[config.mk]
export PLATFORM = sky130hd
export DESIGN_NAME = mem_access_unit_flat
export DESIGN_NICKNAME = d
export VERILOG_FILES = /design/src/rtl/mem_access_unit_pkg.sv /design/src/rtl/mem_access_unit_if.sv /design/src/rtl/mem_access_unit_wait_counter.sv /design/src/rtl/mem_access_unit.sv /design/src/flat_wrapper.sv
export SDC_FILE = /design/constraint.sdc
export NUM_CORES = 1
export LEC_CHECK = 0
export CELL_PAD_IN_SITES_DETAIL_PLACEMENT = 0
export CELL_PAD_IN_SITES_GLOBAL_PLACEMENT = 1
export CORE_ASPECT_RATIO = 1.4
export CORE_MARGIN = 4
export CORE_UTILIZATION = 30
export CTS_BUF_LIST = sky130_fd_sc_hd__clkbuf_8
export DETAILED_ROUTE_END_ITERATION = 8
export GPL_ROUTABILITY_DRIVEN = 0
export GPL_TIMING_DRIVEN = 0
export PLACE_DENSITY = 0.88
export SYNTH_ARGS = -nofsm -noshare
export SYNTH_HDL_FRONTEND = slang
export SYNTH_SLANG_ARGS = --single-unit
[constraint.sdc]
create_clock -name iClk -period 3.45 [get_ports iClk]
set_input_delay 0.5175 -clock iClk [delete_from_list [all_inputs] [get_ports iClk]]
set_output_delay 0.5175 -clock iClk [all_outputs]
set_load 0.1 [all_outputs]
[src/rtl/mem_access_unit_pkg.sv]
// Purpose: shared types, defaults and address helpers for the memory access unit.
// Latency: n/a (declarations and pure functions only).
// Backpressure: n/a.
package mem_access_unit_pkg;

  // Number of 32-bit words implemented by the default memory block.
  localparam int unsigned DEF_MEM_WORDS = 1024;

  // Access FSM encodings; these values are visible on the bus monitor.
  typedef enum logic [1:0] {
    MAB_IDLE   = 2'd0,
    MAB_ACCESS = 2'd1,
    MAB_RESP   = 2'd2
  } mab_state_t;

  // Word index of a byte address.
  function automatic logic [29:0] word_index(input logic [31:0] addr);
    return addr[31:2];
  endfunction

  // Misaligned or beyond the implemented words. Full 32-bit compare: no wrap.
  function automatic logic addr_fault(input logic [31:0] addr, input int unsigned mem_words);
    return (addr[1:0] != 2'b00) || ({2'b00, word_index(addr)} >= mem_words);
  endfunction

  // Counter width able to hold n, never narrower than one bit.
  function automatic int cnt_width(input int unsigned n);
    return (n == 0) ? 1 : $clog2(n + 1);
  endfunction

endpackage

[src/rtl/mem_access_unit_if.sv]
// Purpose: control-side request/response and memory-side strobe/data bundle.
// Latency: n/a (wires only).
// Backpressure: requests are only taken while oBusy is low; no queueing.
interface mem_access_unit_if;
  logic        iReq;
  logic        iWe;
  logic [31:0] iAddr;
  logic [31:0] iWData;
  logic        oBusy;
  logic        oDone;
  logic        oFault;
  logic [31:0] oRData;
  logic        oMemRead;
  logic        oMemWrite;
  logic [31:0] oMemAddr;
  logic [31:0] oMemData;
  logic [31:0] iMemData;

  // The access unit is the bus initiator towards memory.
  modport master (
    input  iReq, iWe, iAddr, iWData, iMemData,
    output oBusy, oDone, oFault, oRData,
    output oMemRead, oMemWrite, oMemAddr, oMemData
  );

  // Control unit plus memory block, seen from the other side.
  modport slave (
    output iReq, iWe, iAddr, iWData, iMemData,
    input  oBusy, oDone, oFault, oRData,
    input  oMemRead, oMemWrite, oMemAddr, oMemData
  );
endinterface

[src/rtl/mem_access_unit_wait_counter.sv]
// Purpose: loadable down-counter timing the strobe hold in the access phase.
// Latency: load/decrement take effect on the next edge; zero flag is registered-state decode.
// Backpressure: none; decrement saturates at zero.
module wait_counter
  import mem_access_unit_pkg::*;
#(
  parameter int unsigned MAX_COUNT = 0,
  localparam int         WIDTH     = cnt_width(MAX_COUNT)
) (
  input  logic             iClk,
  input  logic             nRst,
  input  logic             iLoad,
  input  logic             iDec,
  input  logic [WIDTH-1:0] iValue,
  output logic             oZero
);

  logic [WIDTH-1:0] cnt;

  // Load has priority; otherwise count down towards zero and stay there.
  always_ff @(posedge iClk or negedge nRst) begin
    if (!nRst) begin
      cnt <= '0;
    end else if (iLoad) begin
      cnt <= iValue;
    end else if (iDec && (cnt != '0)) begin
      cnt <= cnt - 1'b1;
    end
  end

  assign oZero = (cnt == '0);

endmodule

[src/rtl/mem_access_unit.sv]
// Purpose: single-outstanding load/store initiator driving the word-addressed memory bus.
// Latency: oDone at cycle WAIT_CYCLES+2 after acceptance, cycle 1 on a fault.
// Backpressure: oBusy high from the cycle after acceptance through RESP; iReq ignored meanwhile.
module mem_access_unit
  import mem_access_unit_pkg::*;
#(
  parameter int unsigned WAIT_CYCLES = 0,
  parameter int unsigned MEM_WORDS   = DEF_MEM_WORDS
) (
  input  logic             iClk,
  input  logic             nRst,
  mem_access_unit_if.master bus
);

  localparam int            CW       = cnt_width(WAIT_CYCLES);
  localparam logic [CW-1:0] WAIT_VAL = CW'(WAIT_CYCLES);

  mab_state_t  state;
  logic        we_q;
  logic        fault_q;
  logic [31:0] addr_q;
  logic [31:0] data_q;
  logic [31:0] rdata_q;

  logic        req_fault;
  logic        cnt_load;
  logic        cnt_dec;
  logic        cnt_zero;

  // Request decode: only a clean request in IDLE arms the wait counter.
  always_comb begin
    req_fault = addr_fault(bus.iAddr, MEM_WORDS);
    cnt_load  = (state == MAB_IDLE) && bus.iReq && !req_fault;
    cnt_dec   = (state == MAB_ACCESS) && !cnt_zero;
  end

  wait_counter #(
    .MAX_COUNT (WAIT_CYCLES)
  ) u_wait (
    .iClk   (iClk),
    .nRst   (nRst),
    .iLoad  (cnt_load),
    .iDec   (cnt_dec),
    .iValue (WAIT_VAL),
    .oZero  (cnt_zero)
  );

  // Access FSM with request capture and the MDR; reset drops any strobe at once.
  always_ff @(posedge iClk or negedge nRst) begin
    if (!nRst) begin
      state   <= MAB_IDLE;
      we_q    <= 1'b0;
      fault_q <= 1'b0;
      addr_q  <= '0;
      data_q  <= '0;
      rdata_q <= '0;
    end else begin
      case (state)
        MAB_IDLE: begin
          if (bus.iReq) begin
            addr_q <= bus.iAddr;
            data_q <= bus.iWData;
            we_q   <= bus.iWe;
            if (req_fault) begin
              fault_q <= 1'b1;
              state   <= MAB_RESP;
            end else begin
              state   <= MAB_ACCESS;
            end
          end
        end
        MAB_ACCESS: begin
          if (cnt_zero) begin
            if (!we_q) begin
              rdata_q <= bus.iMemData;
            end
            state <= MAB_RESP;
          end
        end
        MAB_RESP: begin
          fault_q <= 1'b0;
          state   <= MAB_IDLE;
        end
        default: begin
          state <= MAB_IDLE;
        end
      endcase
    end
  end

  // Outputs decode registered state only; the write strobe fires in the last access cycle.
  assign bus.oBusy     = (state != MAB_IDLE);
  assign bus.oDone     = (state == MAB_RESP);
  assign bus.oFault    = (state == MAB_RESP) && fault_q;
  assign bus.oRData    = rdata_q;
  assign bus.oMemRead  = (state == MAB_ACCESS) && !we_q;
  assign bus.oMemWrite = (state == MAB_ACCESS) && we_q && cnt_zero;
  assign bus.oMemAddr  = addr_q;
  assign bus.oMemData  = data_q;

endmodule

[src/flat_wrapper.sv]
// flat-port wrapper written by rule: the top's interface ports become plain ports
module mem_access_unit_flat import mem_access_unit_pkg::*;
#(
  parameter int unsigned WAIT_CYCLES = 0,
  parameter int unsigned MEM_WORDS   = DEF_MEM_WORDS
)
  (iClk, nRst, bus_iReq, bus_iWe, bus_iAddr, bus_iWData, bus_iMemData, bus_oBusy, bus_oDone, bus_oFault, bus_oRData, bus_oMemRead, bus_oMemWrite, bus_oMemAddr, bus_oMemData);
  mem_access_unit_if bus_i ();
  input  logic iClk;
  input  logic nRst;
  input wire logic [$bits(bus_i.iReq)-1:0] bus_iReq;
  input wire logic [$bits(bus_i.iWe)-1:0] bus_iWe;
  input wire logic [$bits(bus_i.iAddr)-1:0] bus_iAddr;
  input wire logic [$bits(bus_i.iWData)-1:0] bus_iWData;
  input wire logic [$bits(bus_i.iMemData)-1:0] bus_iMemData;
  output wire logic [$bits(bus_i.oBusy)-1:0] bus_oBusy;
  output wire logic [$bits(bus_i.oDone)-1:0] bus_oDone;
  output wire logic [$bits(bus_i.oFault)-1:0] bus_oFault;
  output wire logic [$bits(bus_i.oRData)-1:0] bus_oRData;
  output wire logic [$bits(bus_i.oMemRead)-1:0] bus_oMemRead;
  output wire logic [$bits(bus_i.oMemWrite)-1:0] bus_oMemWrite;
  output wire logic [$bits(bus_i.oMemAddr)-1:0] bus_oMemAddr;
  output wire logic [$bits(bus_i.oMemData)-1:0] bus_oMemData;
  assign bus_i.iReq = bus_iReq;
  assign bus_i.iWe = bus_iWe;
  assign bus_i.iAddr = bus_iAddr;
  assign bus_i.iWData = bus_iWData;
  assign bus_i.iMemData = bus_iMemData;
  assign bus_oBusy = bus_i.oBusy;
  assign bus_oDone = bus_i.oDone;
  assign bus_oFault = bus_i.oFault;
  assign bus_oRData = bus_i.oRData;
  assign bus_oMemRead = bus_i.oMemRead;
  assign bus_oMemWrite = bus_i.oMemWrite;
  assign bus_oMemAddr = bus_i.oMemAddr;
  assign bus_oMemData = bus_i.oMemData;
  mem_access_unit #(.WAIT_CYCLES(WAIT_CYCLES), .MEM_WORDS(MEM_WORDS)) u_core (.iClk(iClk), .nRst(nRst), .bus(bus_i));
endmodule
==> summary.md <==
| Metric | Value |
|---|---|
| Reg2Reg Setup Slack | 1800 ps |
| GRT Total Usage | 0.138 |
| Final Power | 3.49 mW |
| Hold Buf Count CTS | 0 |
| Synth Register Bits | 101 |
| Distinct cell type count after synthesis | 25 |
| Startpoint types | flop |
| Worst path buffer plus inverter count | 1 |
| Post-route antenna net violation count | 0 |
| Cell Int Power | 2.00 mW |
| Post-layout util | 0.504 |
| Clk_lat worst skew | 360 ps |
| Min cycle time layout | 2910 ps |
| Global-route wire length before repair | 16200 um |
| Peak fanout along the critical path | 6 |
| Asr flop ratio synth | 1.00 |
| DP HPWL | 8060 um |
| Crit path DAT | 2390 ps |
| Port buffer count | 200 |
| Peak VDD IR | 0.299 mV |
| Total gr overflow | 0 |
| Die span in x | 104 um |
| Boundary pin count | 201 |
| Setup Skew | 11.3 ps |
| Fmax achieved | 0.344 GHz |
| # setup viols final | 0 |
| Post_cts resized | 0 |
| Hold slack | 191 ps |
| Core area | 12500 um2 |
| Starting Density | 0.311 |
| Die height | 143 um |
| Switching Share | 0.427 |
| Gate power share | 0.404 |
| Endpoints failing hold | 0 |
| Root buf cell | clkbuf_8 |
| Max Transition Viols Final | 0 |
| Reg power frac | 0.390 |
| CP top delay family | buffers and inverters |
| # placed instances | 587 |
| Drt pass-1 iters | 4 |
| Status | completed |
| Setup Total Neg Slack | 0 ps |
| CP Capture Type | output pin |
| Post-synth EDFFs | 0 |
| Vias | 2732 |
| Synth Instances | 236 |
| Drt total wl | 10100 um |
| Share of layout cells above drive strength 1 | 0.283 |
| Mapped Area | 3880 um2 |
| Antenna Cells | 0 |
| Nets | 548 |
| 1st-iter DRT viols | 52 |
| Antenna violations before repair | 0 |
| Sequential share of the synthesized area | 0.651 |
| Max stage delay on crit path | 1150 ps |
| Tcrit/Tclk final | 0.842 |
| Leak Pwr | 2.68 nW |
| Critical path class | flop to output pin |
| Synth-to-layout area growth | 62.0% |
| Net load switching power | 1.49 mW |
| CP required | 2930 ps |
| Number of global-route vias before repair | 3048 |
| Fin cells | 603 |
| CP Cell Sequence | nor3b_1, and2_1, clkdlybuf4s50_1 |
| Post-synth net total | 336 |
| DR vias/cell | 4.53 |
| Clock Power Share | 0.207 |
| Largest net degree at the start of global routing | 56 |
| Max Cap Viol | 0 |
| Hold WC Path Type | primary input to asynchronous set/reset pin |
| H-Tree Level Count | 3 |
| PwrDens | 555 nW/um2 |
| Worst-Margin Slew | 1030 ps |
| Synth warn | 0 |
| Row Count | 48 |
| Ys flop type | dfrtp_1 |
| Postcts setup bufs | 0 |
| Unrepaired setup endpoints after global routing | false |
| Detailed-route DRC error count | 0 |
| Clock transition at the registers of the reported paths | 100 ps |
| TritonCTS Sinks | 101 |
| CTS Buf Count | 9 |
| Max_slew headroom | 0.313 |
| Syn_area_per_cell | 16.5 um2 |
| CTS tree | done |
| Slowest-stage cell, CP | clkdlybuf4s50_1 |
| Longest Clk Path Bufs | 2 |
| Die area | 14900 um2 |
| Mean routed wirelength per cell | 16.7 um |
[sequential cells by signal, summed over array words and instances, names as in the netlist]
register             flops
u_core.bus.oMemAddr     32
u_core.bus.oMemData     32
u_core.bus.oRData       32
u_core.fault_q           1
u_core.state             2
u_core.u_wait.cnt        1
u_core.we_q              1
[cell type report]
class,instances,area [um2]
Buffer,10,78.8
Clock buffer,11,151
Clock inverter,5,42.5
Fill cell,1100,6200
Inverter,4,15.0
Multi-Input combinational cell,121,1260
Sequential cell,101,2530
Tap cell,150,188
Timing Repair Buffer,201,2030
[layout by cell type (no fill, tap or decap), types with 2 or more instances in the layout]
cell type,n
buf_4,5
clkdlybuf4s50_1,199
clkinv_4,2
buf_6,3
dfrtp_1,101
clkbuf_8,11
nor4_1,4
nor2_1,3
buf_2,3
mux2_2,95
mux2_1,2
inv_6,2
nand2_1,2
inv_1,4
[stage by stage]
step	instance area (um2)	setup slack, ps
2_1_floorplan	3880	415
3_3_place_gp	6070	-1890
3_5_place_dp	6100	923
4_1_cts	6290	512
5_1_grt	6290	377
6_report	6290	544
[cells in the mapped netlist, types with 2 or more instances]
| cell | n | area [um2] |
|---|---|---|
| mux2_2 | 95 | 1070 |
| mux2_1 | 2 | 22.5 |
| dfrtp_1 | 101 | 2530 |
| inv_1 | 4 | 15.0 |
| nand2_1 | 2 | 7.51 |
| buf_6 | 3 | 33.8 |
| nor2_1 | 3 | 11.3 |
| buf_2 | 3 | 15.0 |
| buf_4 | 4 | 30.0 |
| nor4_1 | 4 | 25.0 |
[worst paths after layout]
| kind | start | end | cells after the start |
|---|---|---|---|
| worst max register to register | u_core.state[0] | u_core.bus.oMemData[8] | 4 |
| max in group asynchronous | nRst | u_core.bus.oMemData[31] | 2 |
| worst min-delay path | nRst | u_core.bus.oRData[4] | 1 |
| min in group iClk | u_core.bus.oRData[3] | u_core.bus.oRData[3] | 1 |
| worst max-delay path | u_core.state[0] | bus_oMemWrite | 3 |
| worst min register to register | u_core.bus.oRData[3] | u_core.bus.oRData[3] | 1 |
[worst register-to-register path, cell delays in order, from the launching register on]
cell and delay, ps:
dfrtp_1 450, nor3b_2 300, buf_4 240, buf_4 210, mux2_2 350
[power groups by stage]
stage / clock (mW) / combinational [mW] / sequential [mW]
final: 0.721 / 1.41 / 1.36
after global routing: 0.810 / 1.45 / 1.38
after CTS: 0.765 / 1.42 / 1.36
after detailed placement: 0 / 1.42 / 1.38
after global placement: 0 / 1.41 / 1.38
after floorplan: 0 / 0.162 / 2.21
[per-layer routing]
metal  up-vias  GRT usage  wire length, um
li1       1267          -                -
met1      1328      0.147             3660
met2       126      0.246             5330
met3        11     0.0565              938
met4         0     0.0476              149
met5         -          0                0
[cell families after synthesis]
logic type / share of synthesized area
muxes: 0.281
and+or+nand+nor: 0.0341
AOI/OAI and AO/OA: 0.00998
buffers and inverters: 0.0242
DFF: 0.651
(Power assumes the default switching activity.)
